**src/rtl/mips_pkg.sv**
```systemverilog
// mips_pkg: shared MEM/WB types and constants for the MIPS pipeline
package mips_pkg;
    localparam int DATA_WIDTH = 32;
    localparam int REG_ADDR_WIDTH = 5;
    typedef enum logic {IDLE, WAIT} dmem_state_e;
    typedef struct packed {
        logic reg_write;
        logic mem_to_reg;
    } wb_ctrl_t;
    localparam wb_ctrl_t WB_BUBBLE = '{reg_write: 1'b0, mem_to_reg: 1'b0};
endpackage

```
**src/rtl/dmem_handshake_fsm.sv**
```systemverilog
// dmem_handshake_fsm: data-memory request/ack sequencing and pipeline stall
// Optional watchdog abort of a stuck access under DMEM_TIMEOUT_EN.
module dmem_handshake_fsm
    import mips_pkg::*;
#(
    parameter int TIMEOUT_CYCLES = 16
) (
    input  logic clk,
    input  logic reset,
    input  logic access_i,
    input  logic ack_i,
    output logic req_o,
    output logic stall_o,
    output logic abort_o
);
    dmem_state_e state_q, state_d;
`ifdef DMEM_TIMEOUT_EN
    localparam int CW = $clog2(TIMEOUT_CYCLES + 1);
    logic [CW-1:0] cnt_q, cnt_d;
`endif
    always_comb begin
        state_d = state_q;
        req_o   = 1'b0;
        stall_o = 1'b0;
        abort_o = 1'b0;
`ifdef DMEM_TIMEOUT_EN
        cnt_d   = cnt_q;
`endif
        if (!reset) begin
            if (state_q == IDLE) begin
                req_o   = access_i;
                stall_o = access_i && !ack_i;
`ifdef DMEM_TIMEOUT_EN
                cnt_d   = '0;
`endif
            end else begin
                req_o   = 1'b1;
`ifdef DMEM_TIMEOUT_EN
                abort_o = !ack_i && (cnt_q == CW'(TIMEOUT_CYCLES - 1));
                cnt_d   = cnt_q + 1'b1;
`endif
                stall_o = !ack_i && !abort_o;
            end
            state_d = stall_o ? WAIT : IDLE;
        end
    end
    always_ff @(posedge clk) begin
        if (reset) begin
            state_q <= IDLE;
`ifdef DMEM_TIMEOUT_EN
            cnt_q   <= '0;
`endif
        end else begin
            state_q <= state_d;
`ifdef DMEM_TIMEOUT_EN
            cnt_q   <= cnt_d;
`endif
        end
    end
endmodule

```
**src/rtl/mem_stage_wb_register.sv**
```systemverilog
// mem_stage_wb_register: MIPS MEM stage with MEM/WB register and stall accounting
// Define DMEM_TIMEOUT_EN to enable the access watchdog and sticky bus_err_o.
module mem_stage_wb_register
    import mips_pkg::*;
#(
    parameter int DATA_WIDTH      = mips_pkg::DATA_WIDTH,
    parameter int TIMEOUT_CYCLES  = 16,
    parameter int STALL_CNT_WIDTH = 16
) (
    input  logic                       clk,
    input  logic                       reset,
    input  logic                       mem_read_i,
    input  logic                       mem_write_i,
    input  logic                       mem_to_reg_i,
    input  logic                       reg_write_i,
    input  logic [REG_ADDR_WIDTH-1:0]  write_register_i,
    input  logic [DATA_WIDTH-1:0]      alu_result_i,
    input  logic [DATA_WIDTH-1:0]      read_data_2_i,
    output logic                       dmem_req_o,
    output logic                       dmem_we_o,
    output logic [DATA_WIDTH-1:0]      dmem_addr_o,
    output logic [DATA_WIDTH-1:0]      dmem_wdata_o,
    input  logic [DATA_WIDTH-1:0]      dmem_rdata_i,
    input  logic                       dmem_ack_i,
    output logic                       stall_o,
    output logic                       reg_write_o,
    output logic                       mem_to_reg_o,
    output logic [REG_ADDR_WIDTH-1:0]  write_register_o,
    output logic [DATA_WIDTH-1:0]      alu_result_o,
    output logic [DATA_WIDTH-1:0]      read_data_o,
    output logic [DATA_WIDTH-1:0]      wb_data_o,
    output logic [STALL_CNT_WIDTH-1:0] stall_count_o,
    output logic                       bus_err_o
);
    logic abort, load_done;
    logic [DATA_WIDTH-1:0] load_data;
    wb_ctrl_t ctrl_q, ctrl_d;
    logic [REG_ADDR_WIDTH-1:0] write_register_q, write_register_d;
    logic [DATA_WIDTH-1:0] alu_result_q, alu_result_d, read_data_q, read_data_d, wb_data_q, wb_data_d;
    logic [STALL_CNT_WIDTH-1:0] stall_count_q, stall_count_d;
    dmem_handshake_fsm #(.TIMEOUT_CYCLES(TIMEOUT_CYCLES)) u_fsm (
        .clk      (clk),
        .reset    (reset),
        .access_i (mem_read_i | mem_write_i),
        .ack_i    (dmem_ack_i),
        .req_o    (dmem_req_o),
        .stall_o  (stall_o),
        .abort_o  (abort)
    );
    assign dmem_we_o    = mem_write_i;
    assign dmem_addr_o  = alu_result_i;
    assign dmem_wdata_o = read_data_2_i;
    // An ack without an outstanding request never reaches the WB data path.
    assign load_done = mem_read_i && !mem_write_i && dmem_req_o && dmem_ack_i;
    assign load_data = load_done ? dmem_rdata_i : '0;
    always_comb begin
        ctrl_d           = stall_o ? WB_BUBBLE : '{reg_write: reg_write_i && !abort, mem_to_reg: mem_to_reg_i};
        write_register_d = stall_o ? '0 : write_register_i;
        alu_result_d     = stall_o ? '0 : alu_result_i;
        read_data_d      = stall_o ? '0 : load_data;
        wb_data_d        = stall_o ? '0 : (mem_to_reg_i ? load_data : alu_result_i);
        stall_count_d    = (stall_o && !(&stall_count_q)) ? stall_count_q + 1'b1 : stall_count_q;
    end
    always_ff @(posedge clk) begin
        if (reset) begin
            ctrl_q           <= WB_BUBBLE;
            write_register_q <= '0;
            alu_result_q     <= '0;
            read_data_q      <= '0;
            wb_data_q        <= '0;
            stall_count_q    <= '0;
        end else begin
            ctrl_q           <= ctrl_d;
            write_register_q <= write_register_d;
            alu_result_q     <= alu_result_d;
            read_data_q      <= read_data_d;
            wb_data_q        <= wb_data_d;
            stall_count_q    <= stall_count_d;
        end
    end
`ifdef DMEM_TIMEOUT_EN
    logic bus_err_q, bus_err_d;
    assign bus_err_d = bus_err_q | abort;
    always_ff @(posedge clk) begin
        if (reset) bus_err_q <= 1'b0;
        else bus_err_q <= bus_err_d;
    end
    assign bus_err_o = bus_err_q;
`else
    assign bus_err_o = 1'b0;
`endif
    assign reg_write_o      = ctrl_q.reg_write;
    assign mem_to_reg_o     = ctrl_q.mem_to_reg;
    assign write_register_o = write_register_q;
    assign alu_result_o     = alu_result_q;
    assign read_data_o      = read_data_q;
    assign wb_data_o        = wb_data_q;
    assign stall_count_o    = stall_count_q;
endmodule

```
**config.mk**
```make
export PLATFORM = sky130hd
export DESIGN_NAME = mem_stage_wb_register
export DESIGN_NICKNAME = d
export VERILOG_FILES = /design/src/rtl/mips_pkg.sv /design/src/rtl/dmem_handshake_fsm.sv /design/src/rtl/mem_stage_wb_register.sv
export SDC_FILE = /design/constraint.sdc
export NUM_CORES = 1
export LEC_CHECK = 0
export BUFFER_PORTS_ARGS = -buffer_cell sky130_fd_sc_hd__buf_4
export CAP_MARGIN = 20
export CELL_PAD_IN_SITES_DETAIL_PLACEMENT = 0
export CELL_PAD_IN_SITES_GLOBAL_PLACEMENT = 1
export CORE_MARGIN = 2
export CORE_UTILIZATION = 25
export CTS_BUF_LIST = sky130_fd_sc_hd__clkbuf_16
export DETAILED_ROUTE_END_ITERATION = 10
export MAX_ROUTING_LAYER = met4
export PLACE_DENSITY_LB_ADDON = 0.1
export SYNTH_ARGS = -nofsm -noshare
export SYNTH_HDL_FRONTEND = slang
export SYNTH_SLANG_ARGS = --single-unit
```
**constraint.sdc**
```tcl
create_clock -name clk -period 1.7 [get_ports clk]
set_clock_uncertainty 0.05 [all_clocks]
set_input_delay 0.34 -clock clk [delete_from_list [all_inputs] [get_ports clk]]
set_output_delay 0.34 -clock clk [all_outputs]
set_load 0.005 [all_outputs]
```
Yosys cells after proc, flatten, opt, wreduce, memory -nomap -nowiden. Cells that the tools add are included.

Output and inout bits: 187. Logic and storage cells: 28. Bits of input ports: 108. Flip-flop bits (word level): 120.

Bitwise gates (word level): 1. Reductions and logical operators: 10. Mux-type cells: 8. Add/subtract/negate cells: 1.

Operator list (count): $mux 32 (2); $add 16x1->16 const B (1); $reduce_and 16->1 (1); $mux 1 (6); $logic_and 1x1->1 (5); $logic_not 1->1 (3); $reduce_or 2->1 (1); $or 1x1->1 (1).

Logic depth before layout (Yosys ltp). Gate-level depths: netlist of the first run.

Depth in word-level cells: 7. Mapped depth: 6. Gate-level depth less buffers: 5.

By module. Synthesis of the first run repeated with hierarchy kept, for this count alone.

Cell total of the unflattened synthesis: 462. Area, all modules: 4453.0 um^2.

Modules (own cells, without submodules): mem_stage_wb_register (area an instance 4404.2 um^2, times used 1, sequential area each 2382.3 um^2, cells each 455); dmem_handshake_fsm (area an instance 48.8 um^2, times used 1, sequential area each 20.0 um^2, cells each 7).

Least setup slack after synthesis of the first run. No wires, ideal clock.

Kind: in2reg. Start point: input reset. End point: register stall_count_q[14] (netlist: stall_count_o[14]). Path buffers: 1. Data required time: 1529 ps. Library setup time: 121 ps. Setup slack: 62 ps. Data arrival time: 1467 ps. Cell stages on the path: 5. Cell sequence: buf_4 nor2_8 nand3_1 nor4b_1 mux2_2.

Word-level cells in the longest chain between the ends: 2.

Ends and longest elaborated chain: from (decl) (RTL line mem_stage_wb_register.sv:11) `input logic reset,`; $mux 1 (RTL line dmem_handshake_fsm.sv:29) `if (!reset) begin`; $logic_and 1x1->1 (RTL line mem_stage_wb_register.sv:62) `stall_count_d = (stall_o && !(&stall_count_q)) ? stall_count_q + 1'b1 : stall_count_q;`; to (signal assigned) (RTL line mem_stage_wb_register.sv:78) `stall_count_q <= stall_count_d;`; to (decl) (RTL line mem_stage_wb_register.sv:40) `logic [STALL_CNT_WIDTH-1:0] stall_count_q, stall_count_d;`.

Several ways; a longest one is shown, not always the timed one. A chain may end at the register's enable or synchronous reset.

Worst setup path after layout of the first run.
Start point: register u_fsm.state_q. End point: output stall_o.

Word-level cells in the longest chain between the ends: 3.

Ends and longest elaborated chain: from (decl) (RTL line dmem_handshake_fsm.sv:16) `dmem_state_e state_q, state_d;`; from (signal assigned) (RTL line dmem_handshake_fsm.sv:54) `state_q <= state_d;`; $mux 1 (RTL line dmem_handshake_fsm.sv:30) `if (state_q == IDLE) begin`; $mux 1 (2 in a row) (RTL line dmem_handshake_fsm.sv:29); to (decl) (RTL line mem_stage_wb_register.sv:25) `output logic stall_o,`.

Every way passes these cells. The select of a mux whose other input is x is not followed.

==> qor.csv, run 1 <==
stage,metric,value,unit
logic_synthesis,Post-Synthesis Cells,428,
logic_synthesis,"EDFF count, synth",0,
logic_synthesis,xor and xnor area share after synthesis,0,%
grt,wire length of the first global-routing pass,19900,um
sta,Setup-failing EPs final,0,
job,Max Cap Viol,0,
placement,input/output buffers,229,
floorplan,initial core utilization,25.5,%
grt,antenna violations before repair,0,
cts,CTS sink cnt,120,
critical_path,r2r worst-path depth,5,
power_and_ir_drop,Power Total,6800,uW
placement,GPL Wtd Cong,0.793,
logic_synthesis,#FFs+latches synth,120,
logic_synthesis,simple-gate share of the synthesized area,18.0,%
cts,Worst-path clk slew,60,ps
critical_path,critical setup path kind,register to primary output,
cts,TritonCTS clock tree,done,
grt,All-Layer GR Usage,14.6,%
final_layout,fillers,1779,
grt,GR Overflow Total,0,
grt,vias in the first global route,3812,
cts,CTS Buffer Depth,2,
final_layout,Ant. Diodes,0,
power_and_ir_drop,Max IR drop VDD,639,uV
final_layout,most frequent cells in the layout,"buf_4 (257), dfxtp_1 (115), and2_1 (41), nand2_1 (41), inv_1 (39)",
route,Routed WL per cell,15.4,um
cts,CTS Root Buffer Type,clkbuf_16,
critical_path,reg-to-reg endpoint,stall_count_o[13],
logic_synthesis,distinct cell type count after synthesis,46,
power_and_ir_drop,power density cells,1010,mW/mm^2
logic_synthesis,"Async S/R FF share, synth",0,%
logic_synthesis,syn_nets,537,
critical_path,Startpoint Class,register,
final_layout,Area Growth Syn to Fin,51.9,%
logic_synthesis,Synth Cell Area,0.00442,mm^2
grt,largest net degree at the start of global routing,39,
route,post-route ant nets,0,
sta,final hold vios,0,
critical_path,Reg2Reg Launch Point,stall_count_o[0],
final_layout,fraction of layout cells with a size suffix above 1,49.9,%
run_status,outcome,completed,
cts,total CTS buffers,17,
logic_synthesis,Synth Area in Compound Gates,9.94,%
critical_path,Critical Path Start,u_fsm.state_q,
logic_synthesis,syn_area_per_cell,10.3,um^2
route,drt pass-1 iters,4,
final_layout,fin nets,735,
route,Routed Wire Length,13300,um
sta,Final Max Tran Viols,0,
worst_hold_path,worst min path class,primary input to register,
logic_synthesis,top post-synthesis cells by area,"dfxtp_1 (54%), buf_4 (11%), a2bb2oi_1 (6.3%)",
floorplan,Die Ht,137,um
floorplan,Ports,295,
logic_synthesis,Synth Area in Adders,0.283,%
final_layout,Final Util,38.8,%
placement,placed cells,826,
cts,Worst-Skew Late Latency,400,ps
floorplan,Core ar.,0.0173,mm^2
critical_path,CP Max Fanout,2,
route,DRC Markers,0,
final_layout,multi-input combinational cell area,0.00135,mm^2
logic_synthesis,sequential-to-total area share from yosys stat,54.4,%
sta,unrepaired setup endpoints after global routing,yes,
sta,Final period util,98.9,%
power_and_ir_drop,leakage,0.00339,uW
placement,Post-DP HPWL,9890,um
critical_path,r2r setup slk,50,ps
critical_path,Worst Path Required,1310,ps
logic_synthesis,yosys warns,0,
logic_synthesis,post-synthesis mux area share,1.10,%
final_layout,Reg area,0.00241,mm^2
cts,# H-tree levels,4,
logic_synthesis,"Top FF cell, synth",dfxtp_1,
final_layout,Final Instance Count excl. Fillers,864,
critical_path,critical path data arrival time,1290,ps
sta,Min Hold Slack,83.6,ps
final_layout,"most common cell after layout, fill and taps aside",buf_4,
route,number of DRC markers in iteration 0,119,
logic_synthesis,Yosys top cell area share,54.4,%
floorplan,Die Width,137,um
route,via count,3604,
logic_synthesis,largest family of logic cells by synthesized area,simple AND/OR/NAND/NOR gates,
sta,fmax,0.595,GHz
logic_synthesis,cell type with the largest total area after synthesis,dfxtp_1,
critical_path,endpoint class of the critical path,primary output,
floorplan,num rows,48,
route,number of vias per cell,4.17,
floorplan,die area,0.0188,mm^2
sta,Tmin final,1680,ps
critical_path,crit path to,stall_o,
cells by family after synthesis:
family          count (synthesis)
buf+inv                       120
mux                             4
simple gates                  127
flops                         120
other cells                     1
compound gates                 55
fa+ha+maj                       1
metal layers:
layer	global-route usage, %	part of all wire, %	up-vias
li1	-	-	1749
met1	15.7	39	1673
met2	23.3	49	165
met3	7.59	11	17
met4	4.70	1.4	0
met5	-	0	-
how the worst min path moves through the flow:
| stage | startpoint | slack [ps] | cells after the start | end |
|---|---|---|---|---|
| finish | dmem_rdata_i[24] | 80 | 3 | read_data_o[24] |
| global route | write_register_i[1] | 70 | 2 | write_register_o[1] |
| CTS | write_register_i[3] | 60 | 2 | write_register_o[3] |
| detailed placement | stall_count_o[5] | 480 | 2 | stall_count_o[5] |
| global placement | stall_count_o[5] | 480 | 2 | stall_count_o[5] |
| floorplan | dmem_rdata_i[0] | 400 | 2 | read_data_o[0] |
metrics by stage:
step	setup slack, ps	cell area, um^2	TNS [ps]
6_report	19.5	6710	0
5_1_grt	-34.4	6710	-72.4
4_1_cts	-78.9	6650	-78.9
3_5_place_dp	-45.7	6090	-740
3_3_place_gp	-7.87	6090	-100
2_1_floorplan	62.1	4420	0
flip-flops by register name (all words and copies together), names as in the netlist:
| name | cells |
|---|---|
| read_data_o | 32 |
| reg_write_o | 1 |
| stall_count_o | 16 |
| write_register_o | 5 |
| wb_data_o | 32 |
| alu_result_o | 32 |
| mem_to_reg_o | 1 |
| u_fsm.state_q | 1 |
worst max-delay path, cell delays in order (launching register included):
cell and delay [ps]:
dfxtp_2 310, or3_4 370, nand2_8 80, inv_2 30, buf_6 100
cell usage after synthesis (2+ instances only):
library cell  instances
and2_1               41
nand4_1               4
nor3_2                2
nor2b_1               4
mux2_2                3
o21ai_0               3
nand3_1               2
a2bb2oi_1            32
or3_2                 2
dfxtp_1             120
clkbuf_1              8
nor2_1                6
nand4_4               3
nand2_1              41
buf_2                 7
a21oi_1               8
o311ai_0              3
or4_1                 6
inv_1                36
buf_4                67
o31ai_1               5
power by group:
| group | leakage (uW) | switching (uW) | total, uW | internal [uW] |
|---|---|---|---|---|
| Sequential | 0.000984 | 31.7 | 2960 | 2920 |
| Clock | 0.000273 | 1230 | 3190 | 1950 |
| Combinational | 0.00213 | 260 | 660 | 400 |
| Total | 0.00339 | 1530 | 6800 | 5280 |
layout make-up:
| type | count | area share [%] |
|---|---|---|
| Clock buffer | 17 | 6.34 |
| Clock inverter | 15 | 1.45 |
| Inverter | 36 | 2.01 |
| Multi-Input combinational cell | 188 | 20.1 |
| Sequential cell | 120 | 35.9 |
| Tap cell | 225 | 4.19 |
| Timing Repair Buffer | 263 | 30.0 |
repair_timing:
item	in CTS	in global routing
gates resized for setup	5	10
setup buffers	2	3
endpoints found under the setup margin	3	13
hold buffers	0	0
cloned	0	1
hold endpoints to repair	0	0
pin swaps	2	4
Power figures use the tool's default switching activity.
==> inputs of run 2 (changes only) <==
BUFFER_PORTS_ARGS = -buffer_cell sky130_fd_sc_hd__clkbuf_2   (was -buffer_cell sky130_fd_sc_hd__buf_4)
==> run 2 against run 1 <==
  * Register-to-register slack about the same
  * Via count is 0.89% lower
  * Non-clock buffer count grew 4
  * Power increased by 5.9%
  * Core utilization fell by 2.6 points
  * Critical path depth did not move
  * Largest cell class unchanged
==> qor.csv, run 2 (synthesized netlist as in run 1, its figures left out) <==
stage,metric,value,unit,change
run_status,outcome,completed,,unchanged
power_and_ir_drop,Max IR drop VDD,643,uV,was 639 uV
final_layout,Area Growth Syn to Fin,41.6,%,was 51.9%
route,post-route ant nets,0,,unchanged
cts,CTS Buffer Depth,2,,unchanged
critical_path,critical path data arrival time,1310,ps,was 1290 ps
critical_path,CP max stage cell,or3_4,,unchanged
critical_path,endpoint class of the critical path,primary output,,unchanged
floorplan,die area,0.0188,mm^2,unchanged
route,number of vias per cell,4.12,,was 4.17
power_and_ir_drop,leakage,0.00327,uW,was 0.00339 uW
final_layout,fin nets,739,,was 735
cts,# H-tree levels,4,,unchanged
floorplan,num rows,48,,unchanged
grt,All-Layer GR Usage,14.2,%,was 14.6%
grt,vias in the first global route,3592,,was 3812
critical_path,Crit path largest cell delay,360,ps,was 370 ps
route,DRC Markers,0,,unchanged
floorplan,Die Ht,137,um,unchanged
floorplan,initial core utilization,25.5,%,unchanged
worst_hold_path,worst min path class,primary input to register,,unchanged
grt,GR Overflow Total,0,,unchanged
cts,Worst-Skew Late Latency,410,ps,was 400 ps
route,number of DRC markers in iteration 0,74,,was 119
critical_path,Worst Path Required,1310,ps,about the same
cts,CTS sink cnt,120,,unchanged
final_layout,most frequent cells in the layout,"clkbuf_2 (229), dfxtp_1 (114), and2_1 (41), nand2_1 (41), inv_1 (37)",,"was buf_4 (257), dfxtp_1 (115), and2_1 (41), nand2_1 (41), inv_1 (39)"
sta,unrepaired setup endpoints after global routing,yes,,unchanged
sta,Setup-failing EPs final,0,,unchanged
power_and_ir_drop,Power Total,7210,uW,was 6800 uW
cts,TritonCTS clock tree,done,,unchanged
sta,Final Max Tran Viols,0,,unchanged
critical_path,Startpoint Class,register,,unchanged
route,Routed WL per cell,14.9,um,was 15.4 um
final_layout,fraction of layout cells with a size suffix above 1,50.9,%,was 49.9%
job,Max Cap Viol,0,,unchanged
route,via count,3572,,was 3604
sta,fmax,0.589,GHz,was 0.595 GHz
floorplan,Ports,295,,unchanged
critical_path,critical setup path kind,register to primary output,,unchanged
final_layout,"most common cell after layout, fill and taps aside",clkbuf_2,,was buf_4
route,drt pass-1 iters,4,,unchanged
grt,wire length of the first global-routing pass,19000,um,was 19900 um
final_layout,Final Util,36.2,%,was 38.8%
critical_path,CP Cell Sequence,"or3_4, nand2_4, inv_2, clkbuf_2",,"was or3_4, nand2_8, inv_2, buf_6"
final_layout,fillers,1824,,was 1779
final_layout,Reg area,0.00241,mm^2,about the same
placement,GPL Wtd Cong,0.760,,was 0.793
sta,final hold vios,0,,unchanged
cts,Worst-path clk slew,60,ps,about the same
power_and_ir_drop,power density cells,1150,mW/mm^2,was 1010 mW/mm^2
cts,cts hold-fix bufs,0,,unchanged
placement,Post-DP HPWL,9530,um,was 9890 um
floorplan,Die Width,137,um,unchanged
final_layout,Ant. Diodes,0,,unchanged
sta,Final period util,99.8,%,was 98.9%
floorplan,Core ar.,0.0173,mm^2,unchanged
grt,antenna violations before repair,0,,unchanged
route,Routed Wire Length,12900,um,was 13300 um
final_layout,multi-input combinational cell area,0.00135,mm^2,unchanged
sta,Tmin final,1700,ps,was 1680 ps
critical_path,CP Max Fanout,3,,was 2
cts,total CTS buffers,17,,unchanged
cts,CTS Root Buffer Type,clkbuf_16,,unchanged
placement,input/output buffers,229,,unchanged
grt,largest net degree at the start of global routing,39,,unchanged
-- run 2: layout make-up --
class,count,share of cell area (%)
clock buffers,17,6.80
clock inverters,15,2.98
inverters,36,2.16
multi-input cells,188,21.6
flip-flops and latches,120,38.5
well taps,225,4.50
repair buffers,267,23.5
-- run 2: timing repair --
item	4_1_cts	5_1_grt
setup buffers	1	2
gates resized for setup	7	7
cloned	0	0
endpoints found under the setup margin	2	5
pin swaps	3	3
-- run 2: path summary, 6_finish.rpt --
| path | slack [ps] | cells after the start | endpoint | from |
|---|---|---|---|---|
| worst min-delay path | 80 | 2 | reg_write_o | reg_write_i |
| worst max register to register | 60 | 5 | stall_count_o[1] | stall_count_o[11] |
| worst max-delay path | 3 | 4 | stall_o | u_fsm.state_q |
| worst min register to register | 480 | 2 | stall_count_o[5] | stall_count_o[5] |
-- run 2: through the flow --
stage                     cells  area, um^2  hold slack [ps]  setup WS [ps]  TNS [ps]
after floorplan             428        4420              402           62.1         0
after global placement      833        5570              474          -9.10     -9.10
after detailed placement    833        5570              468          -3.12     -3.12
after CTS                   866        6220             55.3          -37.4     -37.4
after global routing        868        6260             58.9          -55.8     -57.8
final                       868        6260             78.2           2.94         0
-- run 2: power breakdown --
part / leakage (uW) / switching (uW) / internal (uW) / total (uW)
clock network: 0.000300 / 1290 / 2430 / 3720
logic: 0.00198 / 256 / 276 / 532
registers: 0.000984 / 31.8 / 2920 / 2960
total: 0.00327 / 1580 / 5630 / 7210
-- run 2: critical path: cells and delay by family, from the launching register on --
family                 cells  cell delay [ps]
and+or+nand+nor            2              450
DFF                        1              320
buffers and inverters      2              130
-- run 2: routing by layer --
| metal | up-vias | GRT usage [%] | routed length [um] |
|---|---|---|---|
| met5 | - | - | 0 |
| met4 | 0 | 5.78 | 161 |
| met3 | 20 | 6.70 | 1300 |
| met2 | 164 | 23.1 | 6390 |
| met1 | 1623 | 14.8 | 5090 |
| li1 | 1765 | - | - |
